<file path="src/rtl/fifo_pkg.sv">
// Shared definitions for the async FIFO and its read-side stream adapter.
// Buffer occupancy states and counter widths live here so both sides agree.
package fifo_pkg;

  localparam int FIFO_DATA_W = 8;
  localparam int BEAT_CNT_W  = 16;

  localparam logic [1:0] ST_EMPTY = 2'd0;
  localparam logic [1:0] ST_ONE   = 2'd1;
  localparam logic [1:0] ST_TWO   = 2'd2;

  typedef enum logic [1:0] {
    BUF_EMPTY = ST_EMPTY,
    BUF_ONE   = ST_ONE,
    BUF_TWO   = ST_TWO
  } buf_state_t;

  // Buffer slots that will be occupied once the in-flight word lands and the
  // current pop retires; the read issue logic keeps this below two.
  function automatic logic [2:0] occupancy(buf_state_t s, logic inflight, logic pop);
    return {1'b0, s} + {2'b00, inflight} - {2'b00, pop};
  endfunction

endpackage

</file>
<file path="src/rtl/fifo_rd_stream_if.sv">
// Output stream bundle of the FIFO read adapter.
// Handshake: a beat transfers on a rising clock edge where m_valid && m_ready;
// once m_valid is high, m_data/m_last hold and m_valid stays high until that transfer.
interface fifo_rd_stream_if #(
  parameter int DATA_WIDTH = 8
);

  logic                  m_valid;
  logic                  m_ready;
  logic [DATA_WIDTH-1:0] m_data;
  logic                  m_last;

  modport master (output m_valid, output m_data, output m_last, input m_ready);
  modport slave  (input m_valid, input m_data, input m_last, output m_ready);

endinterface

</file>
<file path="src/rtl/fifo_rd_stream_buf2.sv">
// stream_buf2: two-entry registered buffer with occupancy state EMPTY/ONE/TWO.
// Head is always a register, so the stream data never sees fifo_dout combinationally.
module stream_buf2
  import fifo_pkg::*;
#(
  parameter int DATA_WIDTH = FIFO_DATA_W
) (
  input  logic                  rd_clk,
  input  logic                  rst_n,
  input  logic                  wr,
  input  logic [DATA_WIDTH-1:0] wr_data,
  input  logic                  pop,
  input  logic                  flush,
  output logic [DATA_WIDTH-1:0] head,
  output buf_state_t            state
);

  buf_state_t            state_q, state_d;
  logic [DATA_WIDTH-1:0] head_q, head_d;
  logic [DATA_WIDTH-1:0] tail_q, tail_d;

  always_ff @(posedge rd_clk or negedge rst_n) begin
    if (!rst_n) begin
      state_q <= BUF_EMPTY;
      head_q  <= '0;
      tail_q  <= '0;
    end else begin
      state_q <= state_d;
      head_q  <= head_d;
      tail_q  <= tail_d;
    end
  end

  // Flush wins over any write arriving in the same cycle.
  always_comb begin
    state_d = state_q;
    head_d  = head_q;
    tail_d  = tail_q;
    if (flush) begin
      state_d = BUF_EMPTY;
    end else begin
      unique case (state_q)
        BUF_EMPTY: begin
          if (wr) begin
            head_d  = wr_data;
            state_d = BUF_ONE;
          end
        end
        BUF_ONE: begin
          if (wr && pop) begin
            head_d = wr_data;
          end else if (wr) begin
            tail_d  = wr_data;
            state_d = BUF_TWO;
          end else if (pop) begin
            state_d = BUF_EMPTY;
          end
        end
        BUF_TWO: begin
          if (pop) begin
            head_d  = tail_q;
            state_d = BUF_ONE;
          end
        end
        default: state_d = BUF_EMPTY;
      endcase
    end
  end

  assign head  = head_q;
  assign state = state_q;

  a_no_wr_in_two: assert property (@(posedge rd_clk) disable iff (!rst_n)
    !(wr && state_q == BUF_TWO));

endmodule

</file>
<file path="src/rtl/fifo_rd_stream.sv">
// Read-side adapter: issues FIFO reads and presents words as a valid/ready stream.
// Define FIFO_RD_STREAM_LAST_EN to generate m_last every PKT_LEN beats.
module fifo_rd_stream
  import fifo_pkg::*;
#(
  parameter int DATA_WIDTH = FIFO_DATA_W,
  parameter int PKT_LEN    = 16
) (
  input  logic                  rd_clk,
  input  logic                  rst_n,
  input  logic                  fifo_empty,
  input  logic [DATA_WIDTH-1:0] fifo_dout,
  output logic                  fifo_rd_en,
  input  logic                  flush,
  fifo_rd_stream_if.master      m,
  output logic [BEAT_CNT_W-1:0] beat_cnt,
  output buf_state_t            buf_state
);

  logic                  inflight_q;
  logic                  m_valid_w;
  logic                  pop;
  logic [DATA_WIDTH-1:0] head;
  logic [BEAT_CNT_W-1:0] beat_cnt_q;

  assign m_valid_w = (buf_state != BUF_EMPTY);
  assign pop       = m_valid_w && m.m_ready;

  // m_ready reaches the read request only through the single pop term.
  // rst_n gates it so no read is issued while the block is held in reset.
  assign fifo_rd_en = rst_n && !fifo_empty && !flush &&
                      (occupancy(buf_state, inflight_q, pop) < 3'd2);

  always_ff @(posedge rd_clk or negedge rst_n) begin
    if (!rst_n) begin
      inflight_q <= 1'b0;
      beat_cnt_q <= '0;
    end else begin
      inflight_q <= fifo_rd_en;
      if (pop) beat_cnt_q <= beat_cnt_q + 1'b1;
    end
  end

  stream_buf2 #(
    .DATA_WIDTH (DATA_WIDTH)
  ) u_buf (
    .rd_clk  (rd_clk),
    .rst_n   (rst_n),
    .wr      (inflight_q),
    .wr_data (fifo_dout),
    .pop     (pop),
    .flush   (flush),
    .head    (head),
    .state   (buf_state)
  );

  assign m.m_valid = m_valid_w;
  assign m.m_data  = head;
  assign beat_cnt  = beat_cnt_q;

`ifdef FIFO_RD_STREAM_LAST_EN
  localparam int IDX_W = (PKT_LEN > 1) ? $clog2(PKT_LEN) : 1;
  localparam logic [IDX_W-1:0] LAST_IDX = IDX_W'(PKT_LEN - 1);

  // Index of the beat currently at the head of the stream.
  logic [IDX_W-1:0] pkt_idx_q;

  always_ff @(posedge rd_clk or negedge rst_n) begin
    if (!rst_n) begin
      pkt_idx_q <= '0;
    end else if (flush) begin
      pkt_idx_q <= '0;
    end else if (pop) begin
      pkt_idx_q <= (pkt_idx_q == LAST_IDX) ? '0 : pkt_idx_q + 1'b1;
    end
  end

  assign m.m_last = m_valid_w && (pkt_idx_q == LAST_IDX);
`else
  assign m.m_last = 1'b0;
`endif

  a_pkt_len: assert property (@(posedge rd_clk) PKT_LEN >= 1);

endmodule

</file>
<file path="src/flat_wrapper.sv">
// flat-port wrapper written by rule: the top's interface ports become plain ports
module fifo_rd_stream_flat import fifo_pkg::*;
#(
  parameter int DATA_WIDTH = FIFO_DATA_W,
  parameter int PKT_LEN    = 16
)
  (rd_clk, rst_n, fifo_empty, fifo_dout, fifo_rd_en, flush, beat_cnt, buf_state, m_m_valid, m_m_data, m_m_last, m_m_ready);
  fifo_rd_stream_if #(.DATA_WIDTH(DATA_WIDTH)) m_i ();
  input  logic rd_clk;
  input  logic rst_n;
  input  logic fifo_empty;
  input  logic [DATA_WIDTH-1:0] fifo_dout;
  output logic fifo_rd_en;
  input  logic flush;
  output logic [BEAT_CNT_W-1:0] beat_cnt;
  output buf_state_t buf_state;
  output wire logic [$bits(m_i.m_valid)-1:0] m_m_valid;
  output wire logic [$bits(m_i.m_data)-1:0] m_m_data;
  output wire logic [$bits(m_i.m_last)-1:0] m_m_last;
  input wire logic [$bits(m_i.m_ready)-1:0] m_m_ready;
  assign m_m_valid = m_i.m_valid;
  assign m_m_data = m_i.m_data;
  assign m_m_last = m_i.m_last;
  assign m_i.m_ready = m_m_ready;
  fifo_rd_stream #(.DATA_WIDTH(DATA_WIDTH), .PKT_LEN(PKT_LEN)) u_core (.rd_clk(rd_clk), .rst_n(rst_n), .fifo_empty(fifo_empty), .fifo_dout(fifo_dout), .fifo_rd_en(fifo_rd_en), .flush(flush), .m(m_i), .beat_cnt(beat_cnt), .buf_state(buf_state));
endmodule
</file>
<file path="config.mk">
export PLATFORM = sky130hd
export DESIGN_NAME = fifo_rd_stream_flat
export DESIGN_NICKNAME = d
export VERILOG_FILES = /design/src/rtl/fifo_pkg.sv /design/src/rtl/fifo_rd_stream_if.sv /design/src/rtl/fifo_rd_stream_buf2.sv /design/src/rtl/fifo_rd_stream.sv /design/src/flat_wrapper.sv
export SDC_FILE = /design/constraint.sdc
export NUM_CORES = 1
export LEC_CHECK = 0
export ABC_CLOCK_PERIOD_IN_PS = 6850
export CORE_ASPECT_RATIO = 0.8
export CORE_MARGIN = 3
export CORE_UTILIZATION = 48
export CTS_CLUSTER_DIAMETER = 120
export DETAILED_ROUTE_END_ITERATION = 8
export DONT_BUFFER_PORTS = 1
export GPL_TIMING_DRIVEN = 0
export PLACE_DENSITY_LB_ADDON = 0.3
export SYNTH_ARGS = -nofsm -noshare
export SYNTH_HDL_FRONTEND = slang
export SYNTH_SLANG_ARGS = --single-unit
</file>
<file path="constraint.sdc">
create_clock -name rd_clk -period 6.85 [get_ports rd_clk]
set_input_delay 1.0275 -clock rd_clk [delete_from_list [all_inputs] [get_ports rd_clk]]
set_output_delay 1.0275 -clock rd_clk [all_outputs]
set_load 0.02 [all_outputs]
</file>
# Word-level counts from Yosys, hierarchy flattened
# Cells that the tools add are included.
# totals
regBits	35
wordCells	44
# classes
n_reduce_logical	13
muxes	11
eq_ne	9
magnitude_cmp	1
add_sub_neg	3
n_bitwise	2
# ops
op	count
$mux 8	3
$pmux 8 s3	1
$add 16x1->16 const B	1
$mux 2	6
$reduce_and 4->1	2
$ne 3x2->1 const B	2
$pmux 2 s3	1
$logic_and 1x1->1	5
$reduce_and 5->1	1
$ne 2x1->1 const B	2
$ne 4x2->1 const B	1
$add 2x1->3	1
$lt 3x2->1 const B	1
$ne 3x3->1 const B	1
$reduce_bool 3->1	1
$sub 3x1->3	1
$eq 2x1->1 const B	1
$eq 2x2->1 const B	1
$logic_not 1->1	2
$logic_not 2->1	1
$ne 2x2->1 const B	1
$not 1->1	2
$reduce_bool 2->1	1

# Logic depth before layout (Yosys ltp)
# depth
ltp_word	7
ltp_mapped	8
ltp_nobuf	7

# Modules after synthesis
# A second synthesis with hierarchy kept.
# unflattened
cells_unflattened	129
hier_area_um2	1699.1
# modules_own_cells
module	instances	cells_each	seq_area_each_um2	area_each_um2
fifo_rd_stream	1	72	425.4	857.1
stream_buf2	1	57	450.4	842.1

# Worst setup path before layout
# OpenSTA, ideal clock, no wires.
# synth_timing
path_type	input-to-output
start	input m_m_ready
end	output fifo_rd_en
cell_stages	7
setup_slack_ns	2.994
required_ns	5.822
arrival_ns	2.828
path_cell_list	buf_6 nand2_1 ha_1 nand2_1 fa_1 nand2_1 nor4_1
# synth_between
elab_chain_len	4
# synth_lines
item	line_no	source
start: declaration	flat_wrapper.sv:20	input wire logic [$bits(m_i.m_ready)-1:0] m_m_ready;
$logic_and 1x1->1	fifo_rd_stream.sv:27	assign pop = m_valid_w && m.m_ready;
$sub 3x1->3	fifo_pkg.sv:21	return {1'b0, s} + {2'b00, inflight} - {2'b00, pop};
$lt 3x2->1	fifo_rd_stream.sv:32	(occupancy(buf_state, inflight_q, pop) < 3'd2);
$logic_and 1x1->1	fifo_rd_stream.sv:31	assign fifo_rd_en = rst_n && !fifo_empty && !flush &&
end: declaration	flat_wrapper.sv:13	output logic fifo_rd_en;
# No other way between the ends.

# Worst setup path in the final report
# layout_timing
start	register u_core.u_buf.state_q[1], in the netlist u_core.u_buf.state[1]
end	output fifo_rd_en
# layout_between
elab_chain_len	5
elab_cells_between_ends	6
cone_classes	2 x add/sub; 1 x order compare; 3 x reduce/logical
# layout_lines
item	line_no	source
start: declaration	fifo_rd_stream_buf2.sv:18	buf_state_t state_q, state_d;
start signal: assignment	fifo_rd_stream_buf2.sv:28	state_q <= state_d;
$reduce_bool 2->1	fifo_rd_stream.sv:26	assign m_valid_w = (buf_state != BUF_EMPTY);
net m_m_valid	flat_wrapper.sv:17	output wire logic [$bits(m_i.m_valid)-1:0] m_m_valid;
$logic_and 1x1->1	fifo_rd_stream.sv:27	
$sub 3x1->3	fifo_pkg.sv:21	
$lt 3x2->1	fifo_rd_stream.sv:32	
$logic_and 1x1->1	fifo_rd_stream.sv:31	
# The timed path passes the listed nets, and every way through them passes these cells.

==> flow_metrics.env <==
export IMPL_die_w_um=72.47
export IMPL_drt_iter0_drc=24
export IMPL_rows=18
export IMPL_cts_made_buffers=5
export IMPL_final_fill_count=262
export IMPL_cp_start_kind="register"
export IMPL_path_buf_inv=1
export IMPL_post_dp_cell_area_sq_um=1747
export IMPL_syn_inst=132
export IMPL_wl_per_cell_um=16.93
export IMPL_area_delta_synth_final_pct=8.849
export IMPL_design_area_sq_um=1847
export IMPL_grt_pass1_vias=1092
export IMPL_critical_path_class="reg2out"
export IMPL_maxCapViolations=0
export IMPL_gp_congestion=0.7217
export IMPL_rsz0062_at_grt="no"
export IMPL_yosysUniqueCellTypes=33
export IMPL_fin_tns_setup_ps=0
export IMPL_setup_viol=0
export IMPL_tightest_slew_ps=1007
export IMPL_antenna_found_initial=0
export IMPL_hold_ws_ps=431.7
export IMPL_ios=42
export IMPL_instances_no_fill=180
export IMPL_synth_area_top_cells="dfrtp_1 52%, mux2_2 11%, mux2_4 7.1%"
export IMPL_cp_end_kind="output pin"
export IMPL_timing_rr_end="u_core.inflight_q$_DFF_PN0_"
export IMPL_grt_pass1_wl_um=5278
export IMPL_tritoncts="built"
export IMPL_ir_drop_mv=0.1945
export IMPL_rrSetupSlack_ps=3750
export IMPL_worst_path_stages=8
export IMPL_crit_required_ps=5820
export IMPL_finalClockSkew_ps=5.329
export IMPL_crit_path_end="fifo_rd_en"
export IMPL_post_route_drc_count=0
export IMPL_hold_viol_final=0
export IMPL_syn_area_per_cell_sq_um=12.85
export IMPL_h_tree_depth=2
export IMPL_grt_max_degree=37
export IMPL_synth_nets=148
export IMPL_synth_yosys_seq_area_share_pct=51.62
export IMPL_rr_worst_depth=8
export IMPL_finalCritPeriodShare_pct=61.45
export IMPL_hpwlAfterDp_um=2238
export IMPL_clock_sinks=35
export IMPL_dieArea_sq_um=4288
export IMPL_critPathLaunch="u_core.u_buf.state[1]$_DFFE_PN0P_"
export IMPL_start_util_pct=52.31
export IMPL_arrival_ps=3180
export IMPL_hp_class="in2async"
export IMPL_fin_ws_ps=2641
export IMPL_leakagePower_nw=0.8953
export IMPL_netlist_area_sq_um=1697
export IMPL_max_freq_mhz=237.6
export IMPL_portBuffers=0
export IMPL_fin_util_pct=56.94
export IMPL_place_inst=172
export IMPL_worst_path_max_fanout=10
export IMPL_run_status="completed"
export IMPL_layout_min_cycle_time_ps=4209
export IMPL_power_total_uw=514.3
export IMPL_diodes=0
export IMPL_overflow=0
export IMPL_core_area_sq_um=3243
export IMPL_synth_top_area_cell="dfrtp_1"
export IMPL_yosys_warnings=0
export IMPL_clkTransAtPathRegs_ps=70
export IMPL_ys_ff_latch=35
export IMPL_die_h_um=59.18
export IMPL_vias=1005
export IMPL_synth_top_area_share_pct=51.62
export IMPL_layout_drive_gt1_share_pct=29.29
export IMPL_routed_via_density=5.583
export IMPL_critPathMaxStageDelay_ps=800
export IMPL_reg2reg_from="u_core.u_buf.state[1]$_DFFE_PN0P_"
export IMPL_cts_setup_buffers=0
export IMPL_dpl_worst_slack_ps=2821
export IMPL_ant_nets=0
export IMPL_p_per_area_nw_per_um2=278.5
export IMPL_grt_usage_pct=16.41
export IMPL_wl_um=3048
export IMPL_cp_cell_sequence="buf_2 > or2_2 > nand2_1 > ha_1 > nand2_1 > fa_1 > nand2_1 > nor4_1"
export IMPL_slowest_stage="nor4_1"
export IMPL_slew_violations=0
export IMPL_cts_root_buf="clkbuf_8"
export IMPL_cts_buffer_depth=2
export IMPL_cts_resized=0
export IMPL_hold_buffers=0
export IMPL_first_pass_iters=4
export IMPL_fin_nets=155
export IMPL_cp_common_cell="nand2_1"
export IMPL_clk_latency_ps=280
export IMPL_timing_slew_headroom_pct=32.25
export IMPL_cp_top_family="simple AND/OR/NAND/NOR gates"
-- cell usage after synthesis, drive strengths merged --
cell and n:
dfrtp 35, mux2 25, xnor2 10, nand2 7, nand3 6, nor2 6, xor2 6, buf 5
and3 4, nand4 4, inv 3, a21oi 2, and4 2, ha 2, a22oi 1, and2 1
and4bb 1, conb 1, fa 1, nor2b 1, nor3 1, nor4 1, o211a 1, o211ai 1
o21ai 1, o22a 1, o31a 1, or2 1, or4 1
-- placed cells by master, fill, tap and decap left out, drive strengths merged --
| cell | instances |
|---|---|
| a21oi | 2 |
| a22oi | 1 |
| and2 | 1 |
| and3 | 4 |
| and4 | 2 |
| and4bb | 1 |
| buf | 5 |
| clkbuf | 8 |
| conb | 1 |
| dfrtp | 35 |
| fa | 1 |
| ha | 2 |
| inv | 3 |
| mux2 | 25 |
| nand2 | 7 |
| nand3 | 6 |
| nand4 | 4 |
| nor2 | 6 |
| nor2b | 1 |
| nor3 | 1 |
| nor4 | 1 |
| o211a | 1 |
| o211ai | 1 |
| o21ai | 1 |
| o22a | 1 |
| o31a | 1 |
| or2 | 1 |
| or4 | 1 |
| xnor2 | 10 |
| xor2 | 6 |
-- sequential cells by signal, summed over array words and instances (netlist names) --
register and count:
u_core.beat_cnt 16, u_core.u_buf.head 8, u_core.inflight_q 1, u_core.u_buf.tail_q 8
u_core.u_buf.state 2
-- where the power goes --
part	total [mW]	switching (mW)	internal [mW]
Clock	0.161	0.0689	0.0917
Combinational	0.0545	0.0196	0.0350
Sequential	0.299	0.0618	0.237
Total	0.514	0.150	0.364
-- kinds of logic after synthesis --
logic type               synth area share, %
XOR/XNOR                               8.259
other                                 0.2210
multiplexers                           18.36
AO/OA/AOI/OAI                          4.056
AND/OR/NAND/NOR                        11.80
adder cells (fa/ha/maj)                2.655
buffers and inverters                  3.024
flip-flops                             51.62
-- how the worst min path moves through the flow --
stage | startpoint | end | depth (start not counted)
after floorplan | u_core.u_buf.tail_q[0]$_DFFE_PN0P_ | u_core.u_buf.tail_q[0]$_DFFE_PN0P_ | 1
after global placement | u_core.u_buf.tail_q[7]$_DFFE_PN0P_ | u_core.u_buf.tail_q[7]$_DFFE_PN0P_ | 1
after detailed placement | u_core.u_buf.tail_q[1]$_DFFE_PN0P_ | u_core.u_buf.tail_q[1]$_DFFE_PN0P_ | 1
after CTS | rst_n | u_core.u_buf.head[6]$_DFFE_PN0P_ | 0
after global routing | rst_n | u_core.beat_cnt[3]$_DFFE_PN0P_ | 0
final | rst_n | u_core.beat_cnt[13]$_DFFE_PN0P_ | 0
-- area by class of cell --
class,count,area [sq um],area share [%]
multi-input cells,89,769.5,41.67
clock buffers,8,100.1,5.420
inverters,3,11.26,0.6098
well taps,40,50.05,2.710
plain buffers,5,40.04,2.168
flip-flops and latches,35,875.8,47.43
-- worst reg2reg max path: cells and delay by family, from the launching register on --
kind                       cells  cell delay [ps]
adders and majority gates      2              800
buffers and inverters          1              280
DFF                            1              530
and+or+nand+nor                5             1300
-- layer usage --
metal | track usage, % | part of all wire (%) | wire length, um | vias to the layer above
li1 | - | - | - | 477
met1 | 21.50 | 48 | 1462 | 490
met2 | 24.25 | 43 | 1313 | 30
met3 | 6.271 | 6.8 | 208 | 8
met4 | 7.368 | 2.1 | 63 | 0
met5 | 0 | 0 | 0 | -
No activity file was read; power rests on OpenSTA's default activity.
